<file path="src/rtl/apuf_eval_ctrl.sv">
// Arbiter PUF challenge/response sequencer: settle, trigger, synchronised sample.
// Define MAJORITY_VOTE_EN to evaluate NREP times per challenge and majority-vote.
module apuf_eval_ctrl #(
    parameter int nStage  = 64,
    parameter int SETTLE  = 4,
    parameter int TIMEOUT = 255,
    parameter int NREP    = 5
) (
    input  logic              clk,
    input  logic              rst_n,
    input  logic              ch_valid,
    output logic              ch_ready,
    input  logic [nStage-1:0] ch_data,
    output logic [nStage-1:0] c,
    output logic              tigSignal,
    input  logic              respReady,
    input  logic              respBit,
    output logic              resp_valid,
    input  logic              resp_ready,
    output logic              resp_bit,
    output logic              resp_err
);

    localparam int CW = $clog2(NREP + 1);

    typedef enum logic [2:0] {
        S_IDLE,
        S_SETTLE,
        S_FIRE,
        S_WAIT_HI,
        S_DRAIN,
        S_DONE
    } state_t;

    state_t            state_q, state_d;
    logic [nStage-1:0] c_q, c_d;
    logic              tig_q, tig_d;
    logic              err_q, err_d;
    logic [7:0]        stl_q, stl_d;
    logic [15:0]       tmo_q, tmo_d;
    logic [CW-1:0]     ones_q, ones_d;
    logic              rr_m_q, rr_s;
    logic              rb_m_q, rb_s;
    logic              vote;
`ifdef MAJORITY_VOTE_EN
    logic [CW-1:0]     rep_q, rep_d;
`endif

    // Two-flop synchronisers for the PUF's asynchronous outputs
    always_ff @(posedge clk or negedge rst_n) begin
        if (!rst_n) begin
            rr_m_q <= 1'b0;
            rr_s   <= 1'b0;
            rb_m_q <= 1'b0;
            rb_s   <= 1'b0;
        end else begin
            rr_m_q <= respReady;
            rr_s   <= rr_m_q;
            rb_m_q <= respBit;
            rb_s   <= rb_m_q;
        end
    end

    always_ff @(posedge clk or negedge rst_n) begin
        if (!rst_n) begin
            state_q <= S_IDLE;
            c_q     <= '0;
            tig_q   <= 1'b0;
            err_q   <= 1'b0;
            stl_q   <= '0;
            tmo_q   <= '0;
            ones_q  <= '0;
`ifdef MAJORITY_VOTE_EN
            rep_q   <= '0;
`endif
        end else begin
            state_q <= state_d;
            c_q     <= c_d;
            tig_q   <= tig_d;
            err_q   <= err_d;
            stl_q   <= stl_d;
            tmo_q   <= tmo_d;
            ones_q  <= ones_d;
`ifdef MAJORITY_VOTE_EN
            rep_q   <= rep_d;
`endif
        end
    end

    always_comb begin
        state_d = state_q;
        c_d     = c_q;
        tig_d   = tig_q;
        err_d   = err_q;
        stl_d   = stl_q;
        tmo_d   = tmo_q;
        ones_d  = ones_q;
`ifdef MAJORITY_VOTE_EN
        rep_d   = rep_q;
`endif
        unique case (state_q)
            S_IDLE: begin
                if (ch_valid) begin
                    c_d     = ch_data;
                    ones_d  = '0;
`ifdef MAJORITY_VOTE_EN
                    rep_d   = '0;
`endif
                    err_d   = 1'b0;
                    stl_d   = '0;
                    state_d = S_SETTLE;
                end
            end
            S_SETTLE: begin
                if (stl_q == 8'(SETTLE - 1)) begin
                    stl_d   = '0;
                    state_d = S_FIRE;
                end else begin
                    stl_d = stl_q + 8'd1;
                end
            end
            S_FIRE: begin
                tig_d   = 1'b1;
                tmo_d   = '0;
                state_d = S_WAIT_HI;
            end
            S_WAIT_HI: begin
                if (rr_s) begin
                    ones_d  = ones_q + CW'(rb_s);
                    tig_d   = 1'b0;
                    tmo_d   = '0;
                    state_d = S_DRAIN;
                end else if (tmo_q == 16'(TIMEOUT)) begin
                    err_d   = 1'b1;
                    tig_d   = 1'b0;
                    state_d = S_DONE;
                end else begin
                    tmo_d = tmo_q + 16'd1;
                end
            end
            S_DRAIN: begin
                if (!rr_s) begin
                    state_d = S_DONE;
`ifdef MAJORITY_VOTE_EN
                    if (rep_q != CW'(NREP - 1)) begin
                        rep_d   = rep_q + CW'(1);
                        stl_d   = '0;
                        state_d = S_SETTLE;
                    end
`endif
                end else if (tmo_q == 16'(TIMEOUT)) begin
                    err_d   = 1'b1;
                    state_d = S_DONE;
                end else begin
                    tmo_d = tmo_q + 16'd1;
                end
            end
            S_DONE: begin
                if (resp_ready) state_d = S_IDLE;
            end
            default: state_d = S_IDLE;
        endcase
    end

`ifdef MAJORITY_VOTE_EN
    assign vote = ones_q > CW'(NREP / 2);
`else
    // Only one sample is ever added, so any set bit is that sample
    assign vote = |ones_q;
`endif

    always_comb begin
        ch_ready   = (state_q == S_IDLE);
        resp_valid = (state_q == S_DONE);
        resp_err   = resp_valid & err_q;
        resp_bit   = resp_valid & ~err_q & vote;
    end

    assign c         = c_q;
    assign tigSignal = tig_q;

endmodule

</file>
<file path="config.mk">
export PLATFORM = sky130hd
export DESIGN_NAME = apuf_eval_ctrl
export DESIGN_NICKNAME = d
export VERILOG_FILES = /design/src/rtl/apuf_eval_ctrl.sv
export SDC_FILE = /design/constraint.sdc
export NUM_CORES = 1
export LEC_CHECK = 0
export ABC_AREA = 1
export CAP_MARGIN = 10
export CORE_MARGIN = 5
export CORE_UTILIZATION = 48
export CTS_BUF_LIST = sky130_fd_sc_hd__clkbuf_8
export CTS_CLUSTER_SIZE = 16
export DETAILED_ROUTE_END_ITERATION = 10
export GPL_TIMING_DRIVEN = 0
export PLACE_DENSITY = 0.82
export SLEW_MARGIN = 20
export SYNTH_ARGS = -nofsm -noshare
export SYNTH_HDL_FRONTEND = slang
export SYNTH_SLANG_ARGS = --single-unit
</file>
<file path="constraint.sdc">
create_clock -name clk -period 1.6 [get_ports clk]
set_input_delay 0.32 -clock clk [delete_from_list [all_inputs] [get_ports clk]]
set_output_delay 0.32 -clock clk [all_outputs]
set_load 0.02 [all_outputs]
</file>
# After elaboration in Yosys (flattened, before gate mapping)
# Cells that the tools add are included.
word_totals:
  ff_bits: 100
  latchBits: 0
  mem_bits_rw: 0
  mem_bits_ro: 0
  inputBits: 70
  out_inout_bits: 69
  word_cells: 71
  memories: 0
classes:
  n_addsub: 3
  multipliers: 0
  n_div: 0
  n_lt_le_gt_ge: 0
  n_eq_ne: 14
  shift: 0
  mux: 25
  n_bitwise: 4
  reduce_logical: 14
op_table:
  columns: ["op", "count"]
  rows:
  - ["16-bit 2-to-1 mux", 3]
  - ["16-bit one-hot mux with 3 select lines", 1]
  - ["3-bit 2-to-1 mux", 8]
  - ["3-bit one-hot mux with 6 select lines", 1]
  - ["16-bit by 1-bit adder with 16-bit output (second input constant)", 1]
  - ["16-bit by 8-bit == test with 1-bit output (second input constant)", 1]
  - ["8-bit 2-to-1 mux", 2]
  - ["8-bit one-hot mux with 2 select lines", 1]
  - ["2-bit inequality test (second input constant)", 5]
  - ["8-bit by 1-bit adder with 8-bit output (second input constant)", 1]
  - ["8-bit by 2-bit == test with 1-bit output (second input constant)", 1]
  - ["2-bit AND reduction", 4]
  - ["3-bit by 2-bit == test with 1-bit output (second input constant)", 2]
  - ["3-bit == test (second input constant)", 2]
  - ["1-bit 2-to-1 mux", 6]
  - ["3-bit one-hot mux with 2 select lines", 1]
  - ["3-bit AND reduction", 2]
  - ["2-bit nonzero test", 3]
  - ["3-bit nonzero test", 2]
  - ["4-bit AND reduction", 1]
  - ["3-bit by 1-bit adder with 3-bit output", 1]
  - ["1-bit bitwise AND", 3]
  - ["3-bit by 1-bit == test with 1-bit output (second input constant)", 1]
  - ["3-bit zero test", 1]
  - ["other kinds (6)", 6]

# Longest topological paths before layout
# Gate-level depths: netlist (run 1).
depth:
  ltp_word: 4
  ltp_mapped: 11
  ltp_nobuf: 11

# Worst setup path before layout (run 1)
# No wires, ideal clock.
synth_path:
  path_type: "register -> output"
  startpoint: "register state_q[2]"
  endpoint: "output port resp_bit"
  t_arrival_ns: 1.196
  setup_slack_ns: 0.084
  stages_incl_launch_ff: 3
  path_buffers: 0
  path_cell_list: "dfrtp_1 nand3_1 a311oi_1"
synth_between:
  elab_chain_len: 3
synth_rtl:
  columns: ["item", "line_no", "rtl"]
  rows:
  - ["start, declared", "35", "state_t state_q, state_d;"]
  - ["start signal, assigned", "77", "state_q <= state_d;"]
  - ["3-bit == test", "174", "resp_valid = (state_q == S_DONE);"]
  - ["1-bit bitwise AND (2 in a row)", "176", "resp_bit = resp_valid & ~err_q & vote;"]
  - ["end, declared", "20", "output logic resp_bit,"]
# No other way between the ends.

# Worst setup path in the final report (run 1)
layout_path:
  startpoint: "register state_q[1]"
  endpoint: "output port resp_bit"
# The elaborated chain is that of the path after synthesis.

==> results of run 1 <==
==> per-layer routing <==
metal  GRT usage (%)  vias to the layer above  wire, µm
met5               0                        -         0
met4            7.86                        0       297
met3            10.6                       25      1340
met2            34.9                      162      5880
met1            25.2                     1939      4740
li1                -                     1994         -
==> state kept, by name, indices dropped and copies added (netlist names) <==
register / cells
c: 64
err_q: 1
ones_q: 3
rb_m_q: 1
rb_s: 1
rr_m_q: 1
rr_s: 1
state_q: 3
stl_q: 8
tigSignal: 1
tmo_q: 16
==> cell type report <==
type	instances	area, µm²
multi-input cells	381	1740
clock inverters	5	58.8
flip-flops and latches	100	2500
inverters	39	154
well taps	108	135
repair buffers	160	1490
clock buffers	11	151
fillers	676	2460
plain buffers	15	106
==> metrics by stage <==
stage | utilization [%] | setup TNS, ns | instance area (µm²)
2_1_floorplan | - | 0 | 4380
5_1_grt | 72.0 | -0.779 | 6340
3_5_place_dp | 67.3 | -0.873 | 5930
3_3_place_gp | 67.0 | -353.33 | 5900
6_report | 72.0 | -0.0906 | 6340
4_1_cts | 69.6 | -0.173 | 6130
==> power groups by stage <==
stage | Clock, mW | Sequential (mW) | Combinational [mW]
after floorplan | 0 | 4.96 | 2.03
after global placement | 0 | 4.05 | 5.31
after detailed placement | 0 | 4.08 | 5.52
after CTS | 1.72 | 4.01 | 5.11
after global routing | 1.84 | 4.13 | 6.12
final | 1.69 | 4.02 | 5.57
==> cell usage after synthesis (3+ instances only) <==
cell type / instances / share of area (%)
sky130_fd_sc_hd__nor2_2: 3 / 0.43
sky130_fd_sc_hd__nand2_4: 3 / 0.77
sky130_fd_sc_hd__buf_4: 6 / 1.0
sky130_fd_sc_hd__o22ai_1: 4 / 0.57
sky130_fd_sc_hd__nor2_1: 49 / 4.2
sky130_fd_sc_hd__nand3_1: 18 / 2.1
sky130_fd_sc_hd__nand4_1: 6 / 0.86
sky130_fd_sc_hd__buf_2: 6 / 0.69
sky130_fd_sc_hd__ha_1: 4 / 1.1
sky130_fd_sc_hd__inv_1: 34 / 2.9
sky130_fd_sc_hd__nor3_1: 3 / 0.34
sky130_fd_sc_hd__a21oi_1: 12 / 1.4
sky130_fd_sc_hd__o21ai_0: 11 / 1.3
sky130_fd_sc_hd__nand2_1: 253 / 22
sky130_fd_sc_hd__inv_2: 5 / 0.43
sky130_fd_sc_hd__dfrtp_1: 100 / 57
==> critical path, cell delays in order (launching register included) <==
cell	delay, ns
sky130_fd_sc_hd__dfrtp_1	0.41
sky130_fd_sc_hd__inv_2	0.12
sky130_fd_sc_hd__nand3_4	0.10
sky130_fd_sc_hd__a311oi_2	0.19
sky130_fd_sc_hd__buf_4	0.18
==> cells by family after synthesis <==
logic type | synth area share [%]
compound gates | 4.40
xor+xnor | 0.400
fa+ha+maj | 1.14
buf+inv | 5.48
flops | 57.1
simple gates | 31.5
==> what timing repair did <==
item,CTS,global route
setup endpoints to repair,86,89
endpoints found under the hold margin,34,0
hold buffers,1,0
pin swaps,2,13
buffers inserted,5,16
resized for setup,90,29
==> final timing paths <==
check	from	end	slack, ns
setup / recovery	state_q[1]	resp_bit	-0.06
hold reg to reg	rb_m_q	rb_s	0.36
setup reg to reg	state_q[1]	state_q[0]	0.02
min in group asynchronous	rst_n	c[44]	0.41
max in group asynchronous	rst_n	c[35]	0.57
hold / removal	rb_m_q	rb_s	0.36
==> metrics.md, run 1 <==
| Metric | Value |
|---|---|
| Total Routing Usage GR | `21.7%` |
| Cts bufs inserted | `9` |
| Site row count | `34` |
| Pre-CTS setup slack | `-0.311 ns` |
| Clock Power Share | `15.0%` |
| CP arrival | `1.34 ns` |
| Routed vias/inst | `5.03` |
| Relative slew slack | `67.6%` |
| Post-synthesis instance area | `4380 µm²` |
| DRC viols | `0` |
| Width of the chip | `106 µm` |
| Leak pwr | `3.34 nW` |
| Wire length per cell after detailed routing | `15.0 µm` |
| Final clock period utilization by the worst path | `104%` |
| Most frequent standard cell in the layout excluding fill and tap cells | `sky130_fd_sc_hd__nand2_1` |
| Maximum root-to-sink buffer count | `2` |
| Combinational group share of total power | `49.4%` |
| Critical Path Sink Type | `output pin` |
| Via total after detailed routing | `4120` |
| Min cycle time layout | `1.66 ns` |
| Number of non-filler instances in the completed layout | `819` |
| Final count of hold timing violations | `0` |
| Post-synth top flop | `sky130_fd_sc_hd__dfrtp_1` |
| Sequential share of the synthesized area | `57.1%` |
| Post-Synthesis Cells | `535` |
| Achievable clock frequency | `604 MHz` |
| Core area | `8810 µm²` |
| Sw frac | `42.9%` |
| Share of total power in sequential cells | `35.6%` |
| Most frequent cells in the layout | `249 x sky130_fd_sc_hd__nand2_1, 98 x sky130_fd_sc_hd__dfrtp_1, 68 x sky130_fd_sc_hd__clkdlybuf4s50_1` |
| CTS HTree Levels | `3` |
| Clock latency on the worst-skew pair | `0.36 ns` |
| Fraction of registers with async set or reset after synthesis | `100%` |
| Final nets | `780` |
| Total die area | `11100 µm²` |
| Final count of pins violating max slew | `0` |
| Number of routed nets with antenna violations | `0` |
| Setup repair after global routing missed its margin | `true` |
| Worst voltage drop across the vdd grid | `0.000963 V` |
| Number of antenna diodes | `0` |
| Pre-Repair DR Iteration Count | `4` |
| Count of state elements after synthesis | `100` |
| CTS root buf | `sky130_fd_sc_hd__clkbuf_8` |
| Top Ports | `139` |
| Largest driver fanout on the critical path | `4` |
| Cell depth of the worst flop-to-flop path | `8` |
| Area growth from synthesis to layout | `44.7%` |
| Startpoint-to-endpoint class of the critical path | `register to output pin` |
| Gp weighted congestion | `0.809` |
| Initial Utilization | `49.8%` |
| Worst Hold Class | `register to register` |
| Internal portion of total power | `6.44 mW` |
| TritonCTS sink count | `100` |
| Transition at the pin with the smallest max-transition slack | `0.482 ns` |
| Layout cell share with drive strength beyond 1 | `12.2%` |
| Placed Cells incl. Taps | `782` |
| Clock tree from TritonCTS | `built` |
| Total congestion overflow after global routing | `0` |
| Via count of the first global-routing pass | `4228` |
| PnR worst setup slack | `-0.0563 ns` |
| Max-cap check violation count | `0` |
| Final setup skew | `0.0135 ns` |
| Post-route total power | `11.3 mW` |
| First-pass GRT wire length | `19700 µm` |
| Status | `finished, violations left` |
| Detailed-placement wirelength estimate | `9010 µm` |
| Maximum number of pins on one net before global-route repair | `67` |
| Warning count from the yosys run | `0` |
| Initial detailed-routing violation count | `155` |
| Net Sw Power | `4.83 mW` |
| Required time reported for the critical path endpoint | `1.28 ns` |
| Synthesized area per cell | `8.19 µm²` |
| Failing checks | `negative setup slack` |
| Number of flops mapped to enable cells by yosys | `0` |
| Worst hold slack | `0.362 ns` |
| Pwr Density | `1780 nW/µm²` |
| Chip Height | `106 µm` |
| Number of setup violations in the final report | `2` |
| Number of port buffers | `138` |
| Number of antenna violations at the first check in global routing | `0` |
| Post-synthesis net count | `609` |
| Routed wire length | `12300 µm` |
| Distinct cell type count of the synthesized netlist | `29` |
| Clock slew at the register clock pins of the worst setup and hold paths | `0.09 ns` |
| Number of cells traversed by the worst hold path | `0` |
| Nature of the critical path startpoint | `register` |
Power figures use the tool's default switching activity.
==> inputs of run 2 (changes only) <==
Settings changed: HOLD_SLACK_MARGIN set to 0.02.
==> results of run 2 <==
The final DEF is identical to that of run 1; final timing and power are the same.
==> inputs of run 3 (changes only) <==
Settings changed: CORE_ASPECT_RATIO set to 0.75.
==> run 3 against run 2 <==
Net effect: largest power group unchanged; largest cell class unchanged; final cell count grew 0.85%; die area is 0.18% higher; the flow still finishes with violations (negative setup slack); total power is 4.9% higher; worst hold slack lost 0.0021 ns; fmax shrank 3.7%; highest routed layer unchanged; utilization rose by 2.0 points.
==> metrics.md, run 3 (synthesis gave the netlist of run 1 again) <==
| Metric | Value |
|---|---|
| Worst setup path startpoint | `state_q[1]` |
| Core area | `8970 µm² (+1.9%)` |
| Launch point of the worst hold path | `rb_m_q` |
| Most frequent cells in the layout | `245 x sky130_fd_sc_hd__nand2_1, 97 x sky130_fd_sc_hd__dfrtp_1, 68 x sky130_fd_sc_hd__clkdlybuf4s50_1` |
| Pre-Repair DR Iteration Count | `4 (unchanged)` |
| Final count of hold timing violations | `0 (unchanged)` |
| Clock Power Share | `14.8% (-0.2 points)` |
| CP arrival | `1.40 ns (+0.06 ns)` |
| Relative slew slack | `72.3% (+4.7 points)` |
| Number of setup violations in the final report | `58 (+56)` |
| Final count of pins violating max slew | `0 (unchanged)` |
| First-pass GRT wire length | `18900 µm (-3.9%)` |
| Width of the chip | `120 µm (+14%)` |
| Total congestion overflow after global routing | `0 (unchanged)` |
| Gp weighted congestion | `0.927 (+15%)` |
| Number of routed nets with antenna violations | `0 (unchanged)` |
| Worst hold slack | `0.360 ns (-0.00214 ns)` |
| Min cycle time layout | `1.72 ns (+0.0637 ns)` |
| PnR worst setup slack | `-0.120 ns (-0.0637 ns)` |
| Clock latency on the worst-skew pair | `0.37 ns (about the same)` |
| Top Ports | `139 (unchanged)` |
| Setup repair after global routing missed its margin | `true` |
| Worst Hold Class | `register to register` |
| Site row count | `30 (-12%)` |
| Achievable clock frequency | `581 MHz (-3.7%)` |
| Initial detailed-routing violation count | `289 (+86%)` |
| Maximum number of pins on one net before global-route repair | `71 (+6.0%)` |
| Status | `finished, violations left` |
| Number of non-filler instances in the completed layout | `826 (+0.85%)` |
| Routed vias/inst | `5.01 (-0.32%)` |
| Post-route total power | `11.8 mW (+4.9%)` |
| Total die area | `11200 µm² (+0.18%)` |
| CTS HTree Levels | `3 (unchanged)` |
| Startpoint-to-endpoint class of the critical path | `register to output pin` |
| Sw frac | `42.3% (-0.60 points)` |
| Initial Utilization | `48.9% (-0.92 points)` |
| Internal portion of total power | `6.83 mW (+6.0%)` |
| Number of port buffers | `138 (unchanged)` |
| Detailed-placement wirelength estimate | `8340 µm (-7.5%)` |
| Final setup skew | `0.0129 ns (-0.000550 ns)` |
| Chip Height | `92.8 µm (-12%)` |
| Wire length per cell after detailed routing | `15.2 µm (+1.5%)` |
| Net Sw Power | `5.00 mW (+3.4%)` |
| Via count of the first global-routing pass | `4053 (-4.1%)` |
| Cts bufs inserted | `9 (unchanged)` |
| Most frequent standard cell in the layout excluding fill and tap cells | `sky130_fd_sc_hd__nand2_1` |
| Summed area of non-filler cells in the final layout | `6640 µm² (+4.7%)` |
| Pwr Density | `1780 nW/µm² (+0.19%)` |
| Placed Cells incl. Taps | `786 (+0.51%)` |
| Start of the worst register-to-register path | `state_q[1]` |
| DRC viols | `0 (unchanged)` |
| Worst voltage drop across the vdd grid | `0.00103 V (+7.2%)` |
| Final clock period utilization by the worst path | `107% (+4.0 points)` |
| Max-cap check violation count | `0 (unchanged)` |
| TritonCTS sink count | `100 (unchanged)` |
| Routed wire length | `12600 µm (+2.4%)` |
| Largest driver fanout on the critical path | `4 (unchanged)` |
| Number of antenna diodes | `0 (unchanged)` |
| Area growth from synthesis to layout | `51.4%` |
| Failing checks | `negative setup slack` |
| Maximum root-to-sink buffer count | `2 (unchanged)` |
| Combinational group share of total power | `50.9% (+1.5 points)` |
| Critical Path Sink Type | `output pin` |
| Placed instance area | `5930 µm² (about the same)` |
| Worst reg2reg setup slack | `-0.04 ns (-0.06 ns)` |
| Transition at the pin with the smallest max-transition slack | `0.413 ns (-0.0697 ns)` |
| Final nets | `783 (+0.38%)` |
| Fill cells | `644 (-4.7%)` |
| Number of antenna violations at the first check in global routing | `0 (unchanged)` |
| Share of total power in sequential cells | `34.2% (-1.4 points)` |
| Clock tree from TritonCTS | `built` |
| Layout cell share with drive strength beyond 1 | `14.0% (+1.8 points)` |
| Nature of the critical path startpoint | `register` |
| Required time reported for the critical path endpoint | `1.28 ns (about the same)` |
| Via total after detailed routing | `4142 (+0.53%)` |
| Number of flip-flops in the largest register | `64 (unchanged)` |
| Leak pwr | `3.44 nW (+2.8%)` |
| Clock slew at the register clock pins of the worst setup and hold paths | `0.09 ns (about the same)` |
| CTS root buf | `sky130_fd_sc_hd__clkbuf_8` |
| Total Routing Usage GR | `21.1% (-0.60 points)` |
==> run 3: cell types whose count changed in the layout (fill, tap and decap cells not counted), moves of 2 or more <==
cell,before,now
sky130_fd_sc_hd__buf_4,25,16
sky130_fd_sc_hd__buf_8,0,7
sky130_fd_sc_hd__clkbuf_16,0,6
sky130_fd_sc_hd__nand2_1,249,245
sky130_fd_sc_hd__buf_2,6,3
sky130_fd_sc_hd__nand3_2,3,0
sky130_fd_sc_hd__nand3_4,1,4
sky130_fd_sc_hd__clkbuf_1,2,0
sky130_fd_sc_hd__clkbuf_2,0,2
sky130_fd_sc_hd__inv_2,3,5
sky130_fd_sc_hd__nand2_2,4,6
sky130_fd_sc_hd__o21ai_0,10,8
sky130_fd_sc_hd__o21ai_1,1,3
==> run 3: metrics by stage <==
stage	setup TNS, ns	util (%)	setup slack, ns
finish	-0.914	74.0	-0.120
global route	-6.95	74.0	-0.175
CTS	-0.196	68.5	-0.182
detailed placement	-0.987	66.1	-0.388
global placement	-348.44	65.8	-3.48
floorplan	0	-	0.0837
==> run 3: cell type report <==
type,count,area (µm²),area share [%]
clock buffers,12,165,2.49
multi-input cells,381,1810,27.3
repair buffers,164,1630,24.6
plain buffers,14,170,2.56
well taps,112,140,2.11
flip-flops and latches,100,2510,37.8
inverters,39,154,2.32
clock inverters,4,55.1,0.829
==> run 3: repair_timing <==
item	in CTS	in global routing
endpoints found under the setup margin	79	94
resized for setup	91	73
gates cloned	0	7
hold endpoints to repair	30	0
hold buffers	1	0
buffers inserted	6	11
pin swaps	2	9
==> run 3: path summary, 6_finish.rpt <==
path,end,depth (start not counted)
setup / recovery,resp_bit,4
hold / removal,rb_s,0
setup reg to reg,c[38],12
hold reg to reg,rb_s,0
max in group asynchronous,tmo_q[7],3
min in group asynchronous,c[10],2
==> run 3: power by group through the flow <==
stage	Clock, mW	Sequential (mW)	Combinational (mW)
after floorplan	0	4.96	2.03
final	1.75	4.05	6.03
after detailed placement	0	4.08	5.42
after global routing	1.89	4.16	6.58
after CTS	1.78	4.00	5.06
after global placement	0	4.03	5.27
==> run 3: routing by layer <==
metal	share of wire [%]	routed length [µm]	track usage, %	up-vias
met5	0	0	0	-
met4	2.7	337	8.49	0
met3	7.6	948	6.96	28
met2	49	6140	35.0	155
met1	41	5130	25.4	1953
li1	-	-	-	2006
==> run 3: critical path: stages (launching register included) <==
cell and delay (ns):
sky130_fd_sc_hd__dfrtp_1 0.42, sky130_fd_sc_hd__inv_2 0.09, sky130_fd_sc_hd__nand3_4 0.10, sky130_fd_sc_hd__a311oi_2 0.24, sky130_fd_sc_hd__buf_4 0.19
